<file path="src/rtl/alu_arbiter_seq.sv">
// alu_arbiter_seq: round-robin sequencer that shares one registered-latency 8-bit ALU
// between two valid/ready requesters and returns each result on the originator's channel.
module alu_arbiter_seq #(
  parameter int ALU_LAT = 1
) (
  input  logic       CLK,
  input  logic       RST_N,
  input  logic       REQ0_VALID,
  input  logic       REQ1_VALID,
  output logic       REQ0_READY,
  output logic       REQ1_READY,
  input  logic [3:0] REQ0_OP,
  input  logic [3:0] REQ1_OP,
  input  logic [7:0] REQ0_A,
  input  logic [7:0] REQ1_A,
  input  logic [7:0] REQ0_B,
  input  logic [7:0] REQ1_B,
  output logic       RSP0_VALID,
  output logic       RSP1_VALID,
  input  logic       RSP0_READY,
  input  logic       RSP1_READY,
  output logic [7:0] RSP_F,
  output logic [5:0] RSP_FLAGS,
  output logic       ALU_S2,
  output logic       ALU_S1,
  output logic [1:0] ALU_SEL,
  output logic [7:0] ALU_A,
  output logic [7:0] ALU_B,
  input  logic [7:0] ALU_F,
  input  logic [5:0] ALU_FLAGS,
  output logic       BUSY,
  output logic [1:0] DBG_STATE
);

  // Handshakes: a transfer happens on the rising CLK edge where VALID and READY are both
  // high; a requester may drop VALID before acceptance, and READY never waits on RSP_READY.
  typedef enum logic [1:0] {
    S_IDLE = 2'd0,
    S_EXEC = 2'd1,
    S_RESP = 2'd2
  } state_t;

  state_t     r_state;
  state_t     w_next_state;
  logic [2:0] r_cnt;
  logic       r_last;
  logic       r_owner;
  logic [3:0] r_op;
  logic [7:0] r_a;
  logic [7:0] r_b;
  logic [7:0] r_f;
  logic [5:0] r_flags;

  logic w_idle;
  logic w_grant;
  logic w_acc0;
  logic w_acc1;
  logic w_accept;
  logic w_cnt_zero;
  logic w_rsp_hs;

  // On a tie the requester that was not served last wins.
  always_comb begin
    w_grant = 1'b0;
    if (REQ0_VALID && REQ1_VALID) begin
      w_grant = ~r_last;
    end else if (REQ1_VALID) begin
      w_grant = 1'b1;
    end
  end

  assign w_idle     = (r_state == S_IDLE) && RST_N;
  assign w_acc0     = w_idle && REQ0_VALID && !w_grant;
  assign w_acc1     = w_idle && REQ1_VALID && w_grant;
  assign w_accept   = w_acc0 | w_acc1;
  assign w_cnt_zero = (r_cnt == 3'd0);
  assign w_rsp_hs   = (r_state == S_RESP) && (r_owner ? RSP1_READY : RSP0_READY);

  always_ff @(posedge CLK or negedge RST_N) begin
    if (!RST_N) begin
      r_state <= S_IDLE;
    end else begin
      r_state <= w_next_state;
    end
  end

  always_comb begin
    w_next_state = r_state;
    case (r_state)
      S_IDLE:  if (w_accept)   w_next_state = S_EXEC;
      S_EXEC:  if (w_cnt_zero) w_next_state = S_RESP;
      S_RESP:  if (w_rsp_hs)   w_next_state = S_IDLE;
      default: w_next_state = S_IDLE;
    endcase
  end

  always_ff @(posedge CLK or negedge RST_N) begin
    if (!RST_N) begin
      r_cnt   <= 3'd0;
      r_last  <= 1'b1;
      r_owner <= 1'b0;
      r_op    <= 4'd0;
      r_a     <= 8'd0;
      r_b     <= 8'd0;
      r_f     <= 8'd0;
      r_flags <= 6'd0;
    end else begin
      case (r_state)
        S_IDLE: begin
          if (w_accept) begin
            r_owner <= w_acc1;
            r_op    <= w_acc1 ? REQ1_OP : REQ0_OP;
            r_a     <= w_acc1 ? REQ1_A  : REQ0_A;
            r_b     <= w_acc1 ? REQ1_B  : REQ0_B;
            r_cnt   <= 3'(ALU_LAT);
          end
        end
        S_EXEC: begin
          // Count down the ALU latency, then sample its result on the final edge.
          if (!w_cnt_zero) begin
            r_cnt <= r_cnt - 3'd1;
          end else begin
            r_f     <= ALU_F;
            r_flags <= ALU_FLAGS;
          end
        end
        S_RESP: begin
          if (w_rsp_hs) r_last <= r_owner;
        end
        default: ;
      endcase
    end
  end

  assign REQ0_READY = w_acc0;
  assign REQ1_READY = w_acc1;
  assign RSP0_VALID = (r_state == S_RESP) && !r_owner;
  assign RSP1_VALID = (r_state == S_RESP) && r_owner;
  assign RSP_F      = r_f;
  assign RSP_FLAGS  = r_flags;
  assign ALU_S2     = r_op[3];
  assign ALU_S1     = r_op[2];
  assign ALU_SEL    = r_op[1:0];
  assign ALU_A      = r_a;
  assign ALU_B      = r_b;
  assign BUSY       = (r_state != S_IDLE);
  assign DBG_STATE  = r_state;

endmodule

</file>
<file path="config.mk">
export PLATFORM = sky130hd
export DESIGN_NAME = alu_arbiter_seq
export DESIGN_NICKNAME = d
export VERILOG_FILES = /design/src/rtl/alu_arbiter_seq.sv
export SDC_FILE = /design/constraint.sdc
export NUM_CORES = 1
export LEC_CHECK = 0
export BUFFER_PORTS_ARGS = -buffer_cell sky130_fd_sc_hd__buf_4
export CAP_MARGIN = 20
export CORE_UTILIZATION = 35
export DETAILED_ROUTE_END_ITERATION = 16
export PLACE_DENSITY_LB_ADDON = 0.1
export SLEW_MARGIN = 20
export SYNTH_ARGS = -nofsm -noshare
export SYNTH_HDL_FRONTEND = slang
export SYNTH_SLANG_ARGS = --single-unit
</file>
<file path="constraint.sdc">
create_clock -name CLK -period 2.06 [get_ports CLK]
set_input_delay 0.206 -clock CLK [delete_from_list [all_inputs] [get_ports CLK]]
set_output_delay 0.206 -clock CLK [all_outputs]
set_load 0.005 [all_outputs]
</file>
Word-level counts from Yosys, hierarchy flattened
Index checks and enable logic that the tools add are counted.

storage, ports and cells
  input port bits = 60
  ROM bits = 0
  memories kept = 0
  bits in latches = 0
  memory bits (writable) = 0
  register bits after elaboration = 41

cells by class
  divide/modulo/power cells = 0
  muxes and demuxes = 13
  add/sub/neg operators = 1
  bitwise operators = 2
  shift operators = 0
  eq/ne operators = 6
  magnitude comparators = 0
  $mul = 0
  reductions and logical operators = 20

operator list
  operator             number
  $mux 8               2
  $logic_and 1x1->1    9
  $ne 2x2->1 const B   4
  $mux 2               3
  $mux 3               2
  $pmux 2 s3           1
  $pmux 3 s2           1
  $reduce_and 2->1     3
  $reduce_and 3->1     2
  $mux 4               1
  $reduce_bool 2->1    2
  $logic_not 3->1      1
  $mux 1               3
  $sub 3x1->3 const B  1
  $eq 2x1->1 const B   1
  $eq 2x2->1 const B   1
  $logic_not 1->1      2
  $logic_not 2->1      1
  $not 1->1            1
  $or 1x1->1           1

Longest topological paths before layout
Gate-level depths: netlist of the first run.

  depth in word-level cells = 7
  depth in mapped cells = 6
  depth with buffers taken out = 5

Worst setup path before layout of the first run
OpenSTA, ideal clock, no wires.

  path kind = reg2reg
  start point = register r_cnt[0]
  end point = register r_f[0], in the netlist RSP_F[0]
  path slack = 0.414 ns
  path buffers = 1
  cell stages (with the launch flop) = 7
  period minus slack after synthesis = 1.646 ns
  arrival = 1.521 ns
  setup time = 0.125 ns
  path through = dfrtp_1 > inv_1 > ha_1 > nand2b_1 > nor3_4 > buf_6 > mux2_2

on the way
  word-level cells in the longest chain between the ends = 2

RTL lines
  what                               line  text
  start, declared                    45    logic [2:0] r_cnt;
  start signal, assigned             115   r_cnt <= 3'(ALU_LAT);
  start signal, assigned             121   r_cnt <= r_cnt - 3'd1;
  $logic_not 3->1                    76    assign w_cnt_zero = (r_cnt == 3'd0);
  $reduce_and 2->1 (no source line)  --
  end signal, assigned               105   r_f <= 8'd0;
  end signal, assigned               123   r_f <= ALU_F;
  end, declared                      51    logic [7:0] r_f;

No other way between the ends.
A chain may end at the register's enable or synchronous reset.

Worst setup path after layout of the first run
  start point = register r_state[0], in the netlist DBG_STATE[0]
  end point = output REQ0_READY

on the way
  word-level cells in the longest chain between the ends = 4

RTL lines
  what                            line  text
  start, declared                 43    state_t r_state;
  start signal, assigned          83    r_state <= w_next_state;
  $logic_not 2->1                 72    assign w_idle = (r_state == S_IDLE) && RST_N;
  $logic_and 1x1->1               72
  $logic_and 1x1->1 (2 in a row)  73    assign w_acc0 = w_idle && REQ0_VALID && !w_grant;
  end, declared                   10    output logic REQ0_READY,

No other way between the ends.

==> flow_summary.ini, run 1 <==
[synthesis]
synthesis.area_um2 = 1970
ys_warn_count = 0
avgSynthCellArea_um2 = 10.0
ys_types = 32
synthCells = 196
yosysSeqAreaShare = 0.522
synth_seq_cells = 41
synth_nets = 258

[clocking]
clkLatencyLatePin_ns = 0.29
root_buffer = clkbuf_8
cts_tree = built
htreeDepth = 2
path_clk_slew_ns = 0.08
cts_buffer_depth = 2
post-cts-setup-buffer-count = 0
cts_sinks = 41
cts_buffers = 5

[job]
maxCapViolations = 0

[drt]
routedWlPerCell_um = 15.0
wirelength_mm = 5.56
vias_per_cell = 5.18
num_vias = 1917
detailedRoute.firstPassIterationCount = 4
ant_nets = 0
drtIter0Drc = 107
drc = 0

[setup_path]
start_kind = register
criticalPathCategory = register to output port
cp.required_ns = 1.85
crit_path_max_fanout = 23
cp-end-kind = output port
crit_arrival_ns = 1.63

[global_routing]
grt_use_met2 = 0.322
grt_pass1_vias = 1853
grt_util_met3 = 0.0429
grt-ovfl-total = 0
grtUsageMet1 = 0.248
top_usage_layer = met2
grt.total_usage = 0.192
grt_max_degree = 24
antenna_found_initial = 0
grt_pass1_wl_mm = 9.05

[placed_design]
dpl.hpwl_mm = 3.97
placed_area_um2 = 2830
gp_congestion = 0.765
port_buffers = 100

[timing]
finalSetupTns_ns = 0
grt_setup_unrepaired = false
slew_violations = 0
relSlewSlack = 0.686
worst_clock_skew_ns = 0.00398
fin_crit_sh = 0.893
tightest_slew_ns = 0.466
fmax_ghz = 0.544
fin_hold_ws_ns = -0.0133
period_needed_ns = 1.84
setup_violations = 0
hold_viol = 4

[power_and_ir_drop]
power_uw = 4170
ir_drop_mv = 0.506
power.share.clock = 0.181
p_switching_uw = 1430
p_leak_uw = 0.00136
swShare = 0.343
p_int_uw = 2740
power.density_nw_per_um2 = 1400
p_comb_frac = 0.471
seq_power_share = 0.348

[floorplanning]
num_rows = 26
core_um2 = 5270
dieArea_um2 = 5930
start_util = 0.374
io_pins = 101
die_w_um = 77.0
die_y_um = 77.0

[outcome]
violations = hold timing
run_status = finished with violations

[finish]
fin_nets = 361
final_util = 0.564
n_antenna_cell = 0
area_growth_pct = 51.0
drive_above_1_share = 0.450
fin_area_um2 = 2970

[min_path]
hp-class = input pin to async pin
-- logic make-up after synthesis --
family / synth area share
simple gates: 0.103
mux: 0.0902
fa+ha+maj: 0.0127
flops: 0.522
compound gates: 0.219
buf+inv: 0.0534
-- cells in the mapped netlist --
cell type / number / area share
a211oi_1: 1 / 0.0038
a21bo_2: 1 / 0.0051
a21boi_0: 1 / 0.0038
a21o_1: 2 / 0.0076
a21oi_1: 23 / 0.058
a31oi_1: 21 / 0.067
buf_2: 6 / 0.015
buf_6: 1 / 0.0057
clkbuf_1: 9 / 0.017
dfrtp_1: 40 / 0.51
dfstp_2: 1 / 0.013
ha_1: 2 / 0.013
inv_1: 7 / 0.013
inv_2: 1 / 0.0019
mux2_1: 5 / 0.029
mux2_2: 9 / 0.051
mux2i_1: 2 / 0.010
nand2_1: 2 / 0.0038
nand2b_1: 1 / 0.0032
nand3_1: 20 / 0.051
nor2_1: 6 / 0.011
nor2b_1: 1 / 0.0032
nor3_1: 2 / 0.0051
nor3_4: 1 / 0.0083
nor3b_1: 1 / 0.0038
nor4b_1: 2 / 0.0089
o21a_1: 1 / 0.0038
o21ai_0: 20 / 0.051
o21ai_1: 2 / 0.0051
o22ai_1: 3 / 0.0095
o2bb2ai_1: 1 / 0.0044
or3b_1: 1 / 0.0044
-- path summary, 6_finish.rpt --
check | startpoint | to | slack [ns] | cells after the start
min in group CLK | ALU_F[7] | RSP_F[7] | 0.13 | 2
max | DBG_STATE[0] | REQ0_READY | 0.22 | 3
min reg2reg | RSP_F[7] | RSP_F[7] | 0.49 | 1
max reg2reg | r_cnt[0] | RSP_F[0] | 0.32 | 6
min | RST_N | r_cnt[0] | -0.01 | 2
max in group asynchronous | RST_N | RSP_FLAGS[4] | 1.49 | 3
-- metrics by stage --
step | std cells | setup slack, ns | hold WS, ns
6_report | 370 | 0.221 | -0.0133
4_1_cts | 370 | 0.0178 | 0.122
5_1_grt | 370 | 0.0963 | 0.00285
2_1_floorplan | 196 | 0.414 | -0.0896
3_3_place_gp | 361 | 0.355 | 0.0259
3_5_place_dp | 361 | 0.305 | 0.0318
-- layer usage --
layer	up-vias	wire, um
met2	73	2700
met3	6	356
li1	929	-
met5	-	0
met1	909	2440
met4	0	53
-- registers in the layout, summed over array words and instances, names as in the netlist --
name	cells
r_owner	1
DBG_STATE	2
ALU_A	8
r_op	4
r_last	1
RSP_FLAGS	6
r_cnt	3
RSP_F	8
ALU_B	8
-- critical path: stages, from the launching register on --
cell and delay (ns):
dfrtp_1 0.48, or3b_4 0.57, nor2_1 0.16, buf_4 0.12
-- cell type report --
type	instances	area, um^2
Fill cell	488	2300
Sequential cell	41	1030
Multi-Input combinational cell	131	850
Timing Repair Buffer	112	846
Tap cell	70	87.6
Clock buffer	5	68.8
Clock inverter	3	65.1
Inverter	8	30.0
-- cells in the final DEF (no fill, tap or decap), drive strengths merged --
cell / synthesis / routed
clkbuf: 9 / 5
nor4b: 2 / 2
nor2b: 1 / 1
nand2b: 1 / 1
a21boi: 1 / 1
nor3: 3 / 3
a21oi: 23 / 23
a21bo: 1 / 1
a21o: 2 / 2
o22ai: 3 / 3
o21a: 1 / 1
inv: 8 / 8
dfstp: 1 / 1
buf: 7 / 111
o21ai: 22 / 22
nor2: 6 / 6
nand2: 2 / 2
bufinv: 0 / 2
nand3: 20 / 20
o2bb2ai: 1 / 1
a211oi: 1 / 1
clkinv: 0 / 1
nor3b: 1 / 1
ha: 2 / 2
mux2: 14 / 14
dfrtp: 40 / 40
or3b: 1 / 1
a31oi: 21 / 21
dlymetal6s4s: 0 / 1
mux2i: 2 / 2
-- power groups by stage --
| stage | registers (uW) | logic (uW) | clock network, uW |
|---|---|---|---|
| floorplan | 1480 | 971 | 0 |
| global placement | 1460 | 1940 | 0 |
| detailed placement | 1460 | 1980 | 0 |
| CTS | 1450 | 1990 | 772 |
| global route | 1510 | 2160 | 804 |
| finish | 1450 | 1960 | 756 |
-- timing repair --
action | in CTS | in global routing
endpoints found under the hold margin | 41 | 0
resized for setup | 1 | 2
setup endpoints to repair | 2 | 24
hold buffers | 1 | 0
No activity file was read; power rests on OpenSTA's default activity.
==> run 2, diff against run 1 <==
Settings changed: ABC_CLOCK_PERIOD_IN_PS set to 2060, MAX_ROUTING_LAYER set to met4.
==> flow_summary.ini, run 2 (synthesis gave the netlist of run 1 again) <==
[timing]
fin_crit_sh = 0.894
setup_violations = 0
fin_hold_ws_ns = -0.00970
worst_clock_skew_ns = 0.00364
slew_violations = 0
tightest_slew_ns = 0.465
fmax_ghz = 0.543
relSlewSlack = 0.686
period_needed_ns = 1.84
finalSetupTns_ns = 0
hold_viol = 4
grt_setup_unrepaired = false

[finish]
drive_above_1_share = 0.450
fill_cells = 488
final_common_cell = buf_4
fin_nets = 361
n_antenna_cell = 0
layout_common_cells = buf_4, dfrtp_1, a21oi_1
area_growth_pct = 51.0
instances_no_fill = 370

[clocking]
cts_buffer_depth = 2
root_buffer = clkbuf_8
clkLatencyLatePin_ns = 0.29
htreeDepth = 2
cts_buffers = 5
cts_tree = built
path_clk_slew_ns = 0.08
cts_sinks = 41

[power_and_ir_drop]
ir_drop_mv = 0.507
p_leak_uw = 0.00136
power.density_nw_per_um2 = 1400

[drt]
num_vias = 1926
vias_per_cell = 5.21
wirelength_mm = 5.57
routedWlPerCell_um = 15.0
detailedRoute.firstPassIterationCount = 4
ant_nets = 0
drtIter0Drc = 102
drc = 0

[setup_path]
start_kind = register
crit_arrival_ns = 1.64
criticalPathCategory = register to output port
cp.required_ns = 1.85
cp-end-kind = output port
crit_path_max_fanout = 23

[floorplanning]
dieArea_um2 = 5930
die_y_um = 77.0
num_rows = 26
io_pins = 101
start_util = 0.374
die_w_um = 77.0
core_um2 = 5270

[job]
maxCapViolations = 0

[global_routing]
grt_pass1_vias = 1851
grt-ovfl-total = 0
grt_pass1_wl_mm = 9.05
grt_max_degree = 24
grt.total_usage = 0.197
antenna_found_initial = 0

[outcome]
run_status = finished with violations
violations = hold timing

[placed_design]
dpl.hpwl_mm = 3.97
gp_congestion = 0.775
dp.cells = 361
port_buffers = 100

[min_path]
hp-class = input pin to async pin
[run 2: cell type report]
cell class                 count  area [um^2]  area share
tap                           70         87.6      0.0294
clock inverter                 3         65.1      0.0219
sequential                    41         1030       0.345
multi-input combinational    131          850       0.286
clock buffer                   5         68.8      0.0231
timing repair buffer         112          846       0.284
inverter                       8         30.0      0.0101
[run 2: per-layer routing]
metal | share of wire | vias to the layer above | global-route usage
li1 | - | 928 | -
met1 | 0.43 | 916 | 0.250
met2 | 0.50 | 80 | 0.322
met3 | 0.065 | 2 | 0.0405
met4 | 0.0045 | 0 | 0.0509
met5 | 0 | - | -
[run 2: critical path, cell delays in order, from the launching register on]
cell     delay [ns]
dfrtp_1        0.48
or3b_4         0.57
nor2_1         0.17
buf_4          0.13
[run 2: report_power, final]
group / internal [uW] / total [uW] / leakage [uW] / switching, uW
clock: 481 / 758 / 0.0000681 / 277
sequential: 1210 / 1450 / 0.000468 / 236
combinational: 1040 / 1960 / 0.000828 / 921
[run 2: metrics by stage]
step           area, um^2  hold slack (ns)  power [uW]  setup WS, ns  utilization
2_1_floorplan        1970          -0.0896        2450         0.414            -
3_3_place_gp         2830           0.0259        3400         0.355        0.536
3_5_place_dp         2830           0.0318        3450         0.305        0.536
4_1_cts              2970            0.122        4210        0.0178        0.563
5_1_grt              2970          0.00285        4470        0.0963        0.564
6_report             2970         -0.00970        4170         0.218        0.564
[run 2: final timing paths]
check	from	end	slack [ns]	depth (start not counted)
max in group asynchronous	RST_N	ALU_A[0]	1.48	3
setup reg to reg	r_cnt[0]	RSP_F[0]	0.32	6
hold reg to reg	RSP_F[7]	RSP_F[7]	0.49	1
min in group CLK	ALU_F[7]	RSP_F[7]	0.13	2
setup / recovery	DBG_STATE[0]	REQ0_READY	0.22	3
hold / removal	RST_N	DBG_STATE[1]	-0.01	2
[run 2: timing repair]
item,4_1_cts,5_1_grt
resized for setup,1,2
buffers inserted,0,0
setup endpoints to repair,2,24
hold buffers,1,0
hold endpoints to repair,41,0
==> run 3, diff against run 2 <==
==> constraint.sdc (replaced) <==
create_clock -name CLK -period 2.06 [get_ports CLK]
set_input_delay 0.206 -clock CLK [delete_from_list [all_inputs] [get_ports CLK]]
set_output_delay 0.206 -clock CLK [all_outputs]
set_load 0.1 [all_outputs]
==> flow_summary.ini, run 3 (synthesis gave the netlist of run 1 again) <==
[timing]
fin_hold_ws_ns = 0.121
worst_clock_skew_ns = 0.00628
fin_crit_sh = 0.951
relSlewSlack = 0.391
fmax_ghz = 0.511
period_needed_ns = 1.96
slew_violations = 0
setup_violations = 0
hold_viol = 0
grt_setup_unrepaired = false
tightest_slew_ns = 0.909

[finish]
area_growth_pct = 50.4
fin_nets = 361
final_util = 0.562
n_antenna_cell = 0
final_common_cell = buf_4
fill_cells = 501
layout_common_cells = buf_4, dfrtp_1, a21oi_1
drive_above_1_share = 0.480
fin_area_um2 = 2960

[floorplanning]
io_pins = 101
die_y_um = 77.0
die_w_um = 77.0
num_rows = 26
core_um2 = 5270
dieArea_um2 = 5930
start_util = 0.374

[drt]
ant_nets = 0
num_vias = 1934
top_layer = met4
wl_met2_mm = 2.55
drtIter0Drc = 102
vias_per_cell = 5.23
routedWlPerCell_um = 15.0
wl_met1_mm = 2.58
drc = 0
detailedRoute.firstPassIterationCount = 4
wl_met3_um = 352
wirelength_mm = 5.56

[setup_path]
start_kind = input pin
rrSetupSlack_ns = 0.32
crit_arrival_ns = 1.75
crit_path_max_fanout = 15
cp.required_ns = 1.85
criticalPathCategory = input pin to output port
cp-end-kind = output port

[clocking]
cts_buffer_depth = 2
cts_tree = built
cts_buffers = 5
root_buffer = clkbuf_8
clkLatencyLatePin_ns = 0.29
htreeDepth = 2
path_clk_slew_ns = 0.08
cts_sinks = 41

[global_routing]
grt_pass1_wl_mm = 9.23
grt_max_degree = 25
grt.total_usage = 0.205
grt_pass1_vias = 1809
antenna_found_initial = 0
grt-ovfl-total = 0

[job]
maxCapViolations = 0

[placed_design]
gp_congestion = 0.771
port_buffers = 100
placed_area_um2 = 2860
dpl.hpwl_mm = 4.02

[min_path]
hp-class = input pin to register

[outcome]
run_status = finished clean
run 3: cell type report:
type,instances,area (um^2),share of cell area
inverter,8,33.8,0.0114
tap,70,87.6,0.0296
clock buffer,5,68.8,0.0232
sequential,41,1030,0.348
timing repair buffer,112,843,0.285
clock inverter,3,22.5,0.00760
multi-input combinational,131,876,0.296
run 3: per-layer routing:
layer  global-route usage  vias to the layer above
met2                0.301                       79
met3               0.0500                        8
li1                     -                      926
met5                    -                        -
met1                0.279                      921
met4               0.0604                        0
run 3: worst max-delay path: stages:
cell,delay (ns)
dlygate4sd3_1,0.53
buf_4,0.12
or3b_4,0.49
nor2_4,0.12
buf_4,0.29
run 3: what timing repair did:
| action | 4_1_cts | 5_1_grt |
|---|---|---|
| hold buffers | 1 | 0 |
| resized for setup | 1 | 0 |
| endpoints found under the setup margin | 2 | 0 |
| hold endpoints to repair | 40 | 0 |
| buffers inserted | 0 | 0 |
run 3: worst paths after layout:
check,startpoint,to,cells after the start
worst max-delay path,RST_N,REQ0_READY,5
worst min-delay path,ALU_F[4],RSP_F[4],2
worst max register to register,r_cnt[0],RSP_FLAGS[2],6
worst min register to register,RSP_F[5],RSP_F[5],1
max in group asynchronous,RST_N,r_last,3
min in group asynchronous,RST_N,RSP_FLAGS[5],3
run 3: stage by stage:
step | setup slack, ns | cells | TNS, ns
after floorplan | -0.0171 | 196 | -0.0342
after global placement | 0.262 | 361 | 0
after detailed placement | 0.245 | 361 | 0
after CTS | 0.103 | 370 | 0
after global routing | 0.0602 | 370 | 0
final | 0.101 | 370 | 0
Power of run 3 is not shown: default switching activity piles up to over one toggle a cycle in this logic, so the estimate is an artifact.
